==> src/rtl/button_event_decoder.sv <==
// button_event_decoder
// Classifies presses of a debounced switch into SINGLE, DOUBLE and LONG events.
// Events are queued in a 2-entry FIFO with a valid/ready consumer handshake.
// A sticky ovf flag records any event that was dropped because the FIFO was full.
module button_event_decoder #(
   parameter int LONG_TIME   = 1000,
   parameter int DCLICK_TIME = 500,
   parameter int CW          = 23
) (
   input  logic       clk,
   input  logic       nreset,
   input  logic       sw_db,
   input  logic       evt_ready,
   input  logic       clr_ovf,
   output logic       evt_valid,
   output logic [1:0] evt_code,
   output logic       ovf,
   output logic       busy
);

   typedef enum logic [2:0] {
      ST_IDLE           = 3'd0,
      ST_PRESSED        = 3'd1,
      ST_LONG_HELD      = 3'd2,
      ST_WAIT_SECOND    = 3'd3,
      ST_SECOND_PRESSED = 3'd4
   } state_t;

   localparam logic [1:0]    EVT_NONE    = 2'b00;
   localparam logic [1:0]    EVT_SINGLE  = 2'b01;
   localparam logic [1:0]    EVT_DOUBLE  = 2'b10;
   localparam logic [1:0]    EVT_LONG    = 2'b11;
   localparam logic [CW-1:0] CNT_ZERO    = {CW{1'b0}};
   localparam logic [CW-1:0] CNT_ONE     = {{(CW-1){1'b0}}, 1'b1};
   localparam logic [CW-1:0] CNT_MAX     = {CW{1'b1}};
   localparam logic [CW-1:0] LONG_LAST   = CW'(LONG_TIME - 1);
   localparam logic [CW-1:0] DCLICK_LAST = CW'(DCLICK_TIME - 1);

   // Saturating increment keeps the timer from wrapping during very long holds.
   function automatic logic [CW-1:0] cnt_inc(input logic [CW-1:0] c);
      if (c == CNT_MAX) begin
         cnt_inc = c;
      end else begin
         cnt_inc = c + CNT_ONE;
      end
   endfunction

   state_t        state_r;
   logic [CW-1:0] cnt_r;
   logic          sw_q_r;
   logic [1:0]    slot0_r;
   logic [1:0]    slot1_r;
   logic [1:0]    count_r;
   logic          evt_valid_r;
   logic [1:0]    evt_code_r;
   logic          ovf_r;
   logic          busy_r;

   logic          rise_s;
   logic          fall_s;
   logic          long_hit_s;
   logic          single_hit_s;
   logic          double_hit_s;
   logic          push_s;
   logic [1:0]    push_code_s;
   logic          pop_s;
   logic          drop_s;
   logic [1:0]    slot0_nxt_s;
   logic [1:0]    slot1_nxt_s;
   logic [1:0]    count_nxt_s;

   assign rise_s = sw_db & ~sw_q_r;
   assign fall_s = ~sw_db & sw_q_r;

   // Event-producing transitions; shared by the FSM and the FIFO push so both agree.
   // A rise in WAIT_SECOND takes priority over the double-click timeout.
   assign long_hit_s   = (state_r == ST_PRESSED) & sw_db & (cnt_r == LONG_LAST);
   assign single_hit_s = (state_r == ST_WAIT_SECOND) & ~rise_s & (cnt_r == DCLICK_LAST);
   assign double_hit_s = (state_r == ST_SECOND_PRESSED) & fall_s;

   // Select the event code pushed by the current transition, if any.
   always_comb begin
      push_s      = 1'b0;
      push_code_s = EVT_NONE;
      if (long_hit_s) begin
         push_s      = 1'b1;
         push_code_s = EVT_LONG;
      end else if (single_hit_s) begin
         push_s      = 1'b1;
         push_code_s = EVT_SINGLE;
      end else if (double_hit_s) begin
         push_s      = 1'b1;
         push_code_s = EVT_DOUBLE;
      end else begin
         push_s      = 1'b0;
         push_code_s = EVT_NONE;
      end
   end

   // Gesture FSM with the press/gap timer and registered busy flag.
   always_ff @(posedge clk or negedge nreset) begin
      if (!nreset) begin
         state_r <= ST_IDLE;
         cnt_r   <= CNT_ZERO;
         sw_q_r  <= 1'b0;
         busy_r  <= 1'b0;
      end else begin
         sw_q_r <= sw_db;
         case (state_r)
            ST_IDLE: begin
               cnt_r <= CNT_ZERO;
               if (rise_s) begin
                  state_r <= ST_PRESSED;
                  busy_r  <= 1'b1;
               end else begin
                  busy_r  <= 1'b0;
               end
            end
            ST_PRESSED: begin
               if (fall_s) begin
                  state_r <= ST_WAIT_SECOND;
                  cnt_r   <= CNT_ZERO;
               end else if (long_hit_s) begin
                  state_r <= ST_LONG_HELD;
                  cnt_r   <= CNT_ZERO;
               end else begin
                  cnt_r   <= cnt_inc(cnt_r);
               end
               busy_r <= 1'b1;
            end
            ST_LONG_HELD: begin
               cnt_r <= CNT_ZERO;
               if (fall_s) begin
                  state_r <= ST_IDLE;
                  busy_r  <= 1'b0;
               end else begin
                  busy_r  <= 1'b1;
               end
            end
            ST_WAIT_SECOND: begin
               if (rise_s) begin
                  state_r <= ST_SECOND_PRESSED;
                  cnt_r   <= CNT_ZERO;
                  busy_r  <= 1'b1;
               end else if (single_hit_s) begin
                  state_r <= ST_IDLE;
                  cnt_r   <= CNT_ZERO;
                  busy_r  <= 1'b0;
               end else begin
                  cnt_r   <= cnt_inc(cnt_r);
                  busy_r  <= 1'b1;
               end
            end
            ST_SECOND_PRESSED: begin
               cnt_r <= CNT_ZERO;
               if (double_hit_s) begin
                  state_r <= ST_IDLE;
                  busy_r  <= 1'b0;
               end else begin
                  busy_r  <= 1'b1;
               end
            end
            default: begin
               state_r <= ST_IDLE;
               cnt_r   <= CNT_ZERO;
               busy_r  <= 1'b0;
            end
         endcase
      end
   end

   assign pop_s = evt_valid_r & evt_ready;

   // Next FIFO contents: slot0 is the head; a push at full without a pop is dropped.
   always_comb begin
      slot0_nxt_s = slot0_r;
      slot1_nxt_s = slot1_r;
      count_nxt_s = count_r;
      drop_s      = 1'b0;
      case (count_r)
         2'd0: begin
            if (push_s) begin
               slot0_nxt_s = push_code_s;
               count_nxt_s = 2'd1;
            end else begin
               count_nxt_s = 2'd0;
            end
         end
         2'd1: begin
            if (push_s && pop_s) begin
               slot0_nxt_s = push_code_s;
            end else if (push_s) begin
               slot1_nxt_s = push_code_s;
               count_nxt_s = 2'd2;
            end else if (pop_s) begin
               count_nxt_s = 2'd0;
            end else begin
               count_nxt_s = 2'd1;
            end
         end
         2'd2: begin
            if (push_s && pop_s) begin
               slot0_nxt_s = slot1_r;
               slot1_nxt_s = push_code_s;
            end else if (pop_s) begin
               slot0_nxt_s = slot1_r;
               count_nxt_s = 2'd1;
            end else if (push_s) begin
               drop_s      = 1'b1;
            end else begin
               count_nxt_s = 2'd2;
            end
         end
         default: begin
            count_nxt_s = 2'd0;
         end
      endcase
   end

   // FIFO storage, registered head outputs and sticky overflow (a new drop beats clear).
   always_ff @(posedge clk or negedge nreset) begin
      if (!nreset) begin
         slot0_r     <= EVT_NONE;
         slot1_r     <= EVT_NONE;
         count_r     <= 2'd0;
         evt_valid_r <= 1'b0;
         evt_code_r  <= EVT_NONE;
         ovf_r       <= 1'b0;
      end else begin
         slot0_r     <= slot0_nxt_s;
         slot1_r     <= slot1_nxt_s;
         count_r     <= count_nxt_s;
         evt_valid_r <= (count_nxt_s != 2'd0);
         evt_code_r  <= (count_nxt_s != 2'd0) ? slot0_nxt_s : EVT_NONE;
         if (drop_s) begin
            ovf_r <= 1'b1;
         end else if (clr_ovf) begin
            ovf_r <= 1'b0;
         end else begin
            ovf_r <= ovf_r;
         end
      end
   end

   assign evt_valid = evt_valid_r;
   assign evt_code  = evt_code_r;
   assign ovf       = ovf_r;
   assign busy      = busy_r;

endmodule
==> config.mk <==
export PLATFORM = sky130hd
export DESIGN_NAME = button_event_decoder
export DESIGN_NICKNAME = d
export VERILOG_FILES = /design/src/rtl/button_event_decoder.sv
export SDC_FILE = /design/constraint.sdc
export NUM_CORES = 1
export LEC_CHECK = 0
export CAP_MARGIN = 20
export CORE_ASPECT_RATIO = 0.7
export CORE_MARGIN = 5
export CORE_UTILIZATION = 64
export CTS_CLUSTER_DIAMETER = 40
export CTS_CLUSTER_SIZE = 40
export DETAILED_ROUTE_END_ITERATION = 6
export PLACE_DENSITY_LB_ADDON = 0.12
export SLEW_MARGIN = 20
export SYNTH_ARGS = -nofsm -noshare
export SYNTH_HDL_FRONTEND = slang
export SYNTH_SLANG_ARGS = --single-unit
==> constraint.sdc <==
create_clock -name clk -period 3.9 [get_ports clk]
set_input_delay 0.78 -clock clk [delete_from_list [all_inputs] [get_ports clk]]
set_output_delay 0.78 -clock clk [all_outputs]
set_load 0.02 [all_outputs]
# Yosys cells after proc, flatten, opt, wreduce, memory -nomap -nowiden
# Index checks and enable logic that the tools add are counted.
# W data, S select, Z words.
[classes]
addsub = 1
eq_ne = 17
muxes = 50
bitwise = 11
reduce_logical = 8
[op_table]
columns = ["op", "count"]
rows = [
  ["$mux W23", 5],
  ["$pmux W23 S2", 1],
  ["$mux W2", 16],
  ["$add A23 B1 Y23 const B", 1],
  ["$eq A23 B10 Y1 const B", 1],
  ["$eq A23 B23 Y1 const B", 1],
  ["$eq A23 B9 Y1 const B", 1],
  ["$mux W3", 7],
  ["$mux W1", 16],
  ["$pmux W3 S5", 1],
  ["$ne A2 B2 Y1 const B", 6],
  ["$pmux W2 S3", 2],
  ["$and A1 B1 Y1", 8],
  ["$eq A3 B2 Y1 const B", 2],
  ["$ne A3 B3 Y1 const B", 2],
  ["$reduce_bool A2 Y1", 3],
  ["$pmux W1 S5", 1],
  ["$reduce_and A5 Y1", 1],
  ["$pmux W2 S2", 1],
  ["$reduce_and A4 Y1", 1],
  ["$eq A3 B1 Y1 const B", 1],
  ["$eq A3 B3 Y1 const B", 1],
  ["$logic_not A3 Y1", 1],
  ["$not A1 Y1", 3],
  ["other kinds (4)", 4],
]
[totals]
reg_bits = 38
output_inout_bits = 5

# Longest topological paths before layout
# Gate-level depths: netlist of the first run.
[depth]
depth_word = 13
depth_mapped = 10

# Worst setup path before layout of the first run
# No wires, ideal clock.
[synth_timing]
kind = "input port to flip-flop"
from = "in sw_db"
to = "reg cnt_r[14]"
setup_ns = 0.119
arrival_time_ns = 2.119
required_ns = 3.781
path_slack_ns = 1.662
stages = 9
path_buffers = 3
path_cell_list = "nor4bb_1 > nand2_1 > or4_1 > buf_2 > a21oi_2 > or4_1 > buf_4 > buf_6 > nor2_1"
[synth_between]
elab_chain_cells = 7
[synth_rtl]
columns = ["element", "line_no", "source"]
rows = [
  ["start: declaration", "12", "input logic sw_db,"],
  ["$and A1 B1 Y1", "72", "assign rise_s = sw_db & ~sw_q_r;"],
  ["$not A1 Y1", "78", "assign single_hit_s = (state_r == ST_WAIT_SECOND) & ~rise_s & (cnt_r == DCLICK_LAST);"],
  ["$and A1 B1 Y1 (2 in a row)", "78", ""],
  ["$mux W23", "145", "end else if (single_hit_s) begin"],
  ["$mux W23", "141", "if (rise_s) begin"],
  ["$pmux W23 S2 *", "109", "case (state_r)"],
  ["end signal: assignment", "127", "cnt_r <= cnt_inc(cnt_r);"],
  ["end signal: assignment", "150", "cnt_r <= cnt_inc(cnt_r);"],
  ["end: declaration", "49", "logic [CW-1:0] cnt_r;"],
]
# Every way passes the cells marked *; elsewhere a longest branch is shown, timed or not.
# A chain may end at the register's enable or synchronous reset.

# Worst setup path in the final report of the first run
[layout_timing]
from = "in sw_db"
to = "reg cnt_r[7]"
# Same word-level chain as after synthesis.

==> impl_metrics.xml, run 1 <==
<?xml version="1.0" encoding="UTF-8"?>
<metrics>
  <group name="setup_path">
    <metric name="critical_path_arrival" unit="ns">2.87</metric>
    <metric name="critical_path_cell_count" unit="">8</metric>
    <metric name="setup.worst_path.class" unit="">in -&gt; reg</metric>
    <metric name="timing.critical_path.required" unit="ns">4.07</metric>
    <metric name="crit_path_end_kind" unit="">register</metric>
    <metric name="cp_top_family" unit="">simple AND/OR/NAND/NOR gates</metric>
    <metric name="worstPathMaxFanout" unit="">23</metric>
    <metric name="worst_setup_path_start_kind" unit="">primary input</metric>
    <metric name="worstPathBufferInverterCount" unit="">2</metric>
    <metric name="crit_chain" unit="">clkdlybuf4s50_1, nor4bb_1, nand2_1, or4_1, a21oi_2, or4_1, buf_4, nor2_1</metric>
    <metric name="path_common_cell" unit="">sky130_fd_sc_hd__or4_1</metric>
    <metric name="rr_worst_depth" unit="">7</metric>
    <metric name="critical-path-max-stage-delay" unit="ns">0.55</metric>
    <metric name="crit_slowest_cell" unit="">sky130_fd_sc_hd__or4_1</metric>
  </group>
  <group name="floorplanning">
    <metric name="die_w" unit="um">79.8</metric>
    <metric name="design.portCount" unit="">10</metric>
    <metric name="core-area" unit="sq mm">0.00321</metric>
    <metric name="core.rowCount" unit="">17</metric>
    <metric name="fp.dieArea" unit="sq mm">0.00470</metric>
    <metric name="floorplan.initialDensity" unit="%">68.0</metric>
    <metric name="die_h" unit="um">58.9</metric>
  </group>
  <group name="synthesis">
    <metric name="synth_edf_count" unit="">0</metric>
    <metric name="synth_top_family_by_area" unit="">simple AND/OR/NAND/NOR gates</metric>
    <metric name="post_synth_and_or_nand_nor_area_fraction" unit="%">30.1</metric>
    <metric name="post_synthesis_xor_xnor_area_fraction" unit="%">7.22</metric>
    <metric name="synth_sequential_area_ratio" unit="%">43.5</metric>
    <metric name="netlist_instances" unit="">243</metric>
    <metric name="synth_area_leaders" unit="">sky130_fd_sc_hd__dfrtp_1 44%, sky130_fd_sc_hd__nor2_1 6.4%, sky130_fd_sc_hd__nand2_1 4.6%, sky130_fd_sc_hd__xor2_1 4.4%, sky130_fd_sc_hd__nand3_1 3.9%</metric>
    <metric name="netlist_area" unit="sq mm">0.00218</metric>
    <metric name="synth_mux_area_share" unit="%">2.35</metric>
    <metric name="fraction_of_post_synthesis_cell_area_in_the_top_cell_type_by_area" unit="%">43.5</metric>
    <metric name="synth_fa_ha_area_share" unit="%">0.573</metric>
    <metric name="yosysWarnings" unit="">0</metric>
    <metric name="synth.net_count" unit="">249</metric>
    <metric name="synth.lib_cells_used.distinct" unit="">51</metric>
    <metric name="asyncSetResetFlopFracSynth" unit="%">100</metric>
    <metric name="post-synth-top-area-cell" unit="">sky130_fd_sc_hd__dfrtp_1</metric>
    <metric name="synth_compound_gate_area_share" unit="%">12.9</metric>
    <metric name="synth_ff_type" unit="">sky130_fd_sc_hd__dfrtp_1</metric>
    <metric name="avgSynthCellArea" unit="sq um">8.99</metric>
    <metric name="synth.ff_latch_count" unit="">38</metric>
  </group>
  <group name="global_routing">
    <metric name="grt_first_pass_wirelength" unit="mm">7.84</metric>
    <metric name="number_of_global_route_vias_before_repair" unit="">1597</metric>
    <metric name="global_route_usage_over_all_layers" unit="%">21.7</metric>
    <metric name="grt_antenna_before_repair" unit="">0</metric>
    <metric name="grt_start_max_net_pins" unit="">39</metric>
    <metric name="grt_overflow" unit="">0</metric>
  </group>
  <group name="cells_and_area">
    <metric name="syn_to_final_growth" unit="%">8.08</metric>
    <metric name="filler_cell_count" unit="">230</metric>
    <metric name="antenna-diode-count" unit="">0</metric>
    <metric name="num-nets-final" unit="">257</metric>
    <metric name="finish.utilization" unit="%">73.5</metric>
    <metric name="final-instance-count-excl-fill" unit="">297</metric>
    <metric name="post_route_cells_drive_above_1_share" unit="%">7.60</metric>
  </group>
  <group name="clocking">
    <metric name="cts-hold-fix-buffers" unit="">0</metric>
    <metric name="cts_repair_resize_count" unit="">0</metric>
    <metric name="clkLatencyLatePin" unit="ns">0.29</metric>
    <metric name="clock_sinks" unit="">38</metric>
    <metric name="cts_setup_buffers" unit="">0</metric>
    <metric name="clk_pin_slew_worst_paths" unit="ns">0.07</metric>
    <metric name="cts_root_buf" unit="">sky130_fd_sc_hd__clkbuf_8</metric>
    <metric name="cts-root-to-sink-buffers" unit="">2</metric>
    <metric name="cts-htree-levels" unit="">2</metric>
    <metric name="tritoncts_clock_tree" unit="">built</metric>
    <metric name="cts_made_buffers" unit="">5</metric>
  </group>
  <group name="route">
    <metric name="drt-vias-per-instance" unit="">6.09</metric>
    <metric name="routed_vias" unit="">1810</metric>
    <metric name="detail_route.first_pass.iterations" unit="">5</metric>
    <metric name="ant_nets" unit="">0</metric>
    <metric name="finalWirelength" unit="mm">4.39</metric>
    <metric name="drt_first_iter_violations" unit="">257</metric>
    <metric name="drcViolationCount" unit="">0</metric>
    <metric name="routed_length_per_placed_instance" unit="um">14.8</metric>
  </group>
  <group name="sta">
    <metric name="max_slew.worst_pin.slew" unit="ns">0.953</metric>
    <metric name="final-hold-violation-count" unit="">0</metric>
    <metric name="final_cycle_utilization_of_the_critical_path" unit="%">69.2</metric>
    <metric name="setup_repair_after_global_routing_missed_its_margin" unit="">false</metric>
    <metric name="fin_hold_ws" unit="ns">0.542</metric>
    <metric name="worst_clock_skew" unit="ns">0.00387</metric>
    <metric name="achievable_frequency" unit="GHz">0.371</metric>
    <metric name="timing.setup.tns" unit="ns">0</metric>
    <metric name="period_minus_slack" unit="ns">2.70</metric>
    <metric name="max_slew_margin" unit="%">35.9</metric>
    <metric name="maxSlewViolCount" unit="">0</metric>
    <metric name="finalSetupViolations" unit="">0</metric>
  </group>
  <group name="status">
    <metric name="status" unit="">finished clean</metric>
  </group>
  <group name="place">
    <metric name="place.detailed.hpwl" unit="mm">3.10</metric>
    <metric name="numPlacedInstances" unit="">291</metric>
    <metric name="globalplace.congestion" unit="">0.880</metric>
    <metric name="place.port_buffers" unit="">9</metric>
  </group>
  <group name="power">
    <metric name="p_per_area" unit="mW/mm^2">462</metric>
    <metric name="power.static_leakage" unit="nW">0.956</metric>
    <metric name="ir_worst_vdd" unit="mV">0.362</metric>
  </group>
  <group name="flow_run">
    <metric name="maxCapViolations" unit="">0</metric>
  </group>
  <group name="worst_hold_path">
    <metric name="hold_path_depth" unit="">2</metric>
    <metric name="holdCritPathClass" unit="">reg -&gt; reg</metric>
  </group>
</metrics>
==> report_power, final <==
group          leakage, nW  internal (mW)  switching, mW  total, mW
clock network       0.0431          0.136          0.132      0.269
registers            0.511          0.447         0.0751      0.522
logic                0.402          0.127          0.174      0.301
==> logic make-up (layout without fill, tap and decap cells) <==
family | Yosys count | after routing
AO/OA/AOI/OAI | 41 | 41
XOR/XNOR | 18 | 18
adder cells (fa/ha/maj) | 1 | 1
buffers and inverters | 13 | 20
flip-flops | 38 | 38
multiplexers | 5 | 5
AND/OR/NAND/NOR | 127 | 127
==> metrics by stage <==
step	setup slack, ns	total power, mW	cell area (sq um)
floorplan	1.66	0.767	2180
global placement	0.981	0.823	2280
detailed placement	0.904	0.829	2280
CTS	1.20	1.09	2360
global route	1.10	1.17	2360
finish	1.20	1.09	2360
==> per-layer routing <==
layer	global-route usage [%]	share of wire, %
met5	0	0
met4	8.19	0.87
met3	4.89	6.4
met2	28.7	42
met1	34.1	51
==> cells in the mapped netlist (all sizes together) (2+ instances only) <==
master and instances:
nand4b 3, buf 7, inv 4, xnor2 7, o21ai 11, nor3 6
or3 2, or2 3, o221ai 2, nor2 37, xor2 11, nand2b 2
clkbuf 2, a21oi 9, or4 3, o22ai 2, nor4 5, and3 5
a211oi 2, a22oi 2, mux2i 4, nand4 5, o211ai 3, dfrtp 38
and4 3, a2111oi 2, nand2 27, nor2b 3, nand3 17, and2 3
==> path summary, 6_finish.rpt <==
path / startpoint / end / slack [ns]
hold reg to reg: ovf / ovf / 0.54
hold / removal: ovf / ovf / 0.54
setup reg to reg: cnt_r[10] / cnt_r[7] / 1.51
setup / recovery: sw_db / cnt_r[7] / 1.20
max in group asynchronous: nreset / sw_q_r / 2.80
min in group asynchronous: nreset / cnt_r[12] / 0.58
==> cells in the final DEF, fill, tap and decap left out, types with 5 or more instances in the layout <==
| master | instances |
|---|---|
| sky130_fd_sc_hd__clkdlybuf4s50_1 | 8 |
| sky130_fd_sc_hd__clkbuf_8 | 6 |
| sky130_fd_sc_hd__nor2_1 | 37 |
| sky130_fd_sc_hd__o21ai_0 | 11 |
| sky130_fd_sc_hd__nor3_1 | 6 |
| sky130_fd_sc_hd__a21oi_1 | 8 |
| sky130_fd_sc_hd__nand2_1 | 27 |
| sky130_fd_sc_hd__nand4_1 | 5 |
| sky130_fd_sc_hd__xnor2_1 | 7 |
| sky130_fd_sc_hd__xor2_1 | 11 |
| sky130_fd_sc_hd__nand3_1 | 17 |
| sky130_fd_sc_hd__dfrtp_1 | 38 |
==> worst reg2reg max path: cells and delay by family, from the launching register on <==
family                 cells  cell delay, ns
AND/OR/NAND/NOR            5            1.37
flip-flops                 1            0.47
buffers and inverters      1            0.25
AO/OA/AOI/OAI              1            0.17
==> sequential cells by signal, indices dropped and copies added, names as in the netlist, 2 cells and up <==
name,count
slot1_r,2
evt_code,2
count_r,2
cnt_r,23
slot0_r,2
state_r,3
==> cell type report <==
class                   instances  area, sq um  share of cell area [%]
clock buffers                   6         82.6                    3.50
inverters                       4         15.0                   0.636
multi-input cells             192         1160                    49.2
flip-flops and latches         38          951                    40.3
well taps                      47         58.8                    2.49
repair buffers                 10         92.6                    3.92
Power figures use the tool's default switching activity.
==> run 2, diff against run 1 <==
- CORE_UTILIZATION: 64 -> 54
- clock period: 3.9 -> 2.3 ns (I/O delays scaled with it)
==> run 2 against run 1 <==
  * Power grew 90%
  * Clock power grew 120%
  * Global-route usage shrank 2.5 points
  * Largest cell class unchanged
  * Clock-buffer cell count shrank 1
  * Sequential power grew 62%
==> impl_metrics.xml, run 2 (synthesis gave the netlist of run 1 again) <==
<?xml version="1.0" encoding="UTF-8"?>
<metrics>
  <group name="cells_and_area">
    <metric name="filler_cell_count" unit="">311</metric>
    <metric name="registers.top_by_ff_count" unit="">cnt_r</metric>
    <metric name="mostFrequentLayoutCells" unit="">38 x sky130_fd_sc_hd__dfrtp_1, 37 x sky130_fd_sc_hd__nor2_1, 27 x sky130_fd_sc_hd__nand2_1, 23 x sky130_fd_sc_hd__buf_4, 16 x sky130_fd_sc_hd__nand3_1</metric>
    <metric name="final_cell_area" unit="sq mm">0.00261</metric>
    <metric name="largestRegisters" unit="">cnt_r: 23 flops, state_r: 3 flops</metric>
    <metric name="leading_cell_type_in_the_layout_fill_and_taps_excluded" unit="">sky130_fd_sc_hd__dfrtp_1</metric>
    <metric name="largest_reg_flops" unit="">23</metric>
    <metric name="post_route_cells_drive_above_1_share" unit="%">17.1</metric>
    <metric name="antenna-diode-count" unit="">0</metric>
    <metric name="syn_to_final_growth" unit="%">19.2</metric>
    <metric name="num-nets-final" unit="">280</metric>
  </group>
  <group name="setup_path">
    <metric name="cp-startpoint" unit="">cnt_r[11]</metric>
    <metric name="critical_path_arrival" unit="ns">2.40</metric>
    <metric name="worst_setup_path_start_kind" unit="">register</metric>
    <metric name="setup.worst_path.class" unit="">reg -&gt; reg</metric>
    <metric name="setup.reg_to_reg.worst_slack" unit="ns">0.11</metric>
    <metric name="r2r-start" unit="">cnt_r[11]</metric>
    <metric name="timing.critical_path.required" unit="ns">2.50</metric>
    <metric name="worstPathMaxFanout" unit="">6</metric>
    <metric name="crit_path_end_kind" unit="">register</metric>
  </group>
  <group name="place">
    <metric name="area_post_placement" unit="sq mm">0.00247</metric>
    <metric name="pre_cts_ws" unit="ns">-0.244</metric>
    <metric name="globalplace.congestion" unit="">0.908</metric>
    <metric name="place.detailed.hpwl" unit="mm">3.44</metric>
    <metric name="place.port_buffers" unit="">9</metric>
  </group>
  <group name="clocking">
    <metric name="clock_sinks" unit="">38</metric>
    <metric name="clkLatencyLatePin" unit="ns">0.30</metric>
    <metric name="cts-htree-levels" unit="">2</metric>
    <metric name="cts_made_buffers" unit="">5</metric>
    <metric name="cts_root_buf" unit="">sky130_fd_sc_hd__clkbuf_8</metric>
    <metric name="cts_setup_buffers" unit="">0</metric>
    <metric name="clk_pin_slew_worst_paths" unit="ns">0.08</metric>
    <metric name="cts-root-to-sink-buffers" unit="">2</metric>
    <metric name="tritoncts_clock_tree" unit="">built</metric>
  </group>
  <group name="route">
    <metric name="finalWirelength" unit="mm">4.69</metric>
    <metric name="drt-vias-per-instance" unit="">5.74</metric>
    <metric name="ant_nets" unit="">0</metric>
    <metric name="routed_length_per_placed_instance" unit="um">14.4</metric>
    <metric name="detail_route.first_pass.iterations" unit="">4</metric>
    <metric name="routed_vias" unit="">1877</metric>
    <metric name="drcViolationCount" unit="">0</metric>
    <metric name="drt_first_iter_violations" unit="">166</metric>
  </group>
  <group name="sta">
    <metric name="period_minus_slack" unit="ns">2.19</metric>
    <metric name="achievable_frequency" unit="GHz">0.456</metric>
    <metric name="max_slew_margin" unit="%">45.0</metric>
    <metric name="worst_clock_skew" unit="ns">0.00708</metric>
    <metric name="finalSetupViolations" unit="">0</metric>
    <metric name="max_slew.worst_pin.slew" unit="ns">0.825</metric>
    <metric name="maxSlewViolCount" unit="">0</metric>
    <metric name="fin_ws" unit="ns">0.108</metric>
    <metric name="final-hold-violation-count" unit="">0</metric>
    <metric name="timing.setup.tns" unit="ns">0</metric>
    <metric name="final_cycle_utilization_of_the_critical_path" unit="%">95.3</metric>
  </group>
  <group name="floorplanning">
    <metric name="fp.dieArea" unit="sq mm">0.00544</metric>
    <metric name="die_h" unit="um">63.2</metric>
    <metric name="core-area" unit="sq mm">0.00392</metric>
    <metric name="core.rowCount" unit="">19</metric>
    <metric name="design.portCount" unit="">10</metric>
    <metric name="floorplan.initialDensity" unit="%">55.7</metric>
    <metric name="die_w" unit="um">86.0</metric>
  </group>
  <group name="power">
    <metric name="totalPowerFinal" unit="mW">2.07</metric>
    <metric name="pwr-share-comb" unit="%">31.0</metric>
    <metric name="power.internal" unit="mW">1.36</metric>
    <metric name="reg_power_share" unit="%">40.9</metric>
    <metric name="p_switching" unit="uW">711</metric>
    <metric name="power_frac_clock" unit="%">28.1</metric>
    <metric name="power.share.switching" unit="%">34.3</metric>
    <metric name="p_per_area" unit="mW/mm^2">795</metric>
    <metric name="ir_worst_vdd" unit="mV">0.653</metric>
    <metric name="power.static_leakage" unit="nW">1.10</metric>
  </group>
  <group name="flow_run">
    <metric name="maxCapViolations" unit="">0</metric>
  </group>
  <group name="global_routing">
    <metric name="number_of_global_route_vias_before_repair" unit="">1739</metric>
    <metric name="global_route_usage_over_all_layers" unit="%">19.3</metric>
    <metric name="grt_start_max_net_pins" unit="">39</metric>
    <metric name="grt_overflow" unit="">0</metric>
    <metric name="grt_antenna_before_repair" unit="">0</metric>
    <metric name="grt_first_pass_wirelength" unit="mm">8.27</metric>
  </group>
  <group name="status">
    <metric name="status" unit="">finished clean</metric>
  </group>
  <group name="worst_hold_path">
    <metric name="holdCritPathClass" unit="">in -&gt; async</metric>
  </group>
</metrics>
-- run 2: changes by cell type in the layout (fill, tap and decap cells not counted), moves of 2 or more --
| cell | before | now |
|---|---|---|
| sky130_fd_sc_hd__clkinvlp_4 | 0 | 2 |
| sky130_fd_sc_hd__buf_4 | 1 | 23 |
| sky130_fd_sc_hd__or4_4 | 0 | 2 |
| sky130_fd_sc_hd__or4_1 | 3 | 1 |
-- run 2: area by class of cell --
cell class	instances	area [sq um]	area share, %
multi-input combinational	192	1180	45.4
sequential	38	951	36.5
timing repair buffer	33	278	10.7
clock buffer	5	68.8	2.64
tap	52	65.1	2.50
clock inverter	3	45.0	1.73
inverter	4	15.0	0.576
-- run 2: worst paths after layout --
| kind | to | depth (start not counted) |
|---|---|---|
| worst min register to register | ovf | 2 |
| worst min-delay path | cnt_r[7] | 1 |
| worst max register to register | evt_code[1] | 6 |
| max in group asynchronous | cnt_r[21] | 1 |
| worst max-delay path | evt_code[1] | 6 |
| min in group clk | ovf | 2 |
-- run 2: per-stage QoR --
step,hold WS (ns),util [%],std cells
floorplan,0.164,-,243
global placement,0.537,63.0,319
detailed placement,0.549,63.0,319
CTS,0.280,65.9,327
global route,0.333,66.4,327
finish,0.253,66.4,327
-- run 2: critical path, cell delays in order (launching register included) --
cell	delay [ns]
sky130_fd_sc_hd__dfrtp_1	0.41
sky130_fd_sc_hd__nor4_4	0.40
sky130_fd_sc_hd__nand3_2	0.15
sky130_fd_sc_hd__or4_4	0.58
sky130_fd_sc_hd__and3_4	0.21
sky130_fd_sc_hd__a211o_1	0.27
sky130_fd_sc_hd__o221ai_1	0.09
-- run 2: repair_timing --
action	in CTS	in global routing
endpoints found under the setup margin	0	29
hold buffers	0	0
gates resized for setup	0	4
-- run 2: metal layers --
metal / track usage [%] / part of all wire [%]
met1: 30.2 / 53
met2: 25.5 / 40
met3: 4.43 / 5.0
met4: 6.52 / 1.7
met5: 0 / 0
-- run 2: power by group through the flow --
stage	sequential [mW]	combinational, mW	clock (mW)
global placement	0.857	0.631	0
detailed placement	0.858	0.639	0
finish	0.848	0.642	0.582
CTS	0.846	0.642	0.592
floorplan	0.844	0.456	0
global route	0.864	0.711	0.628
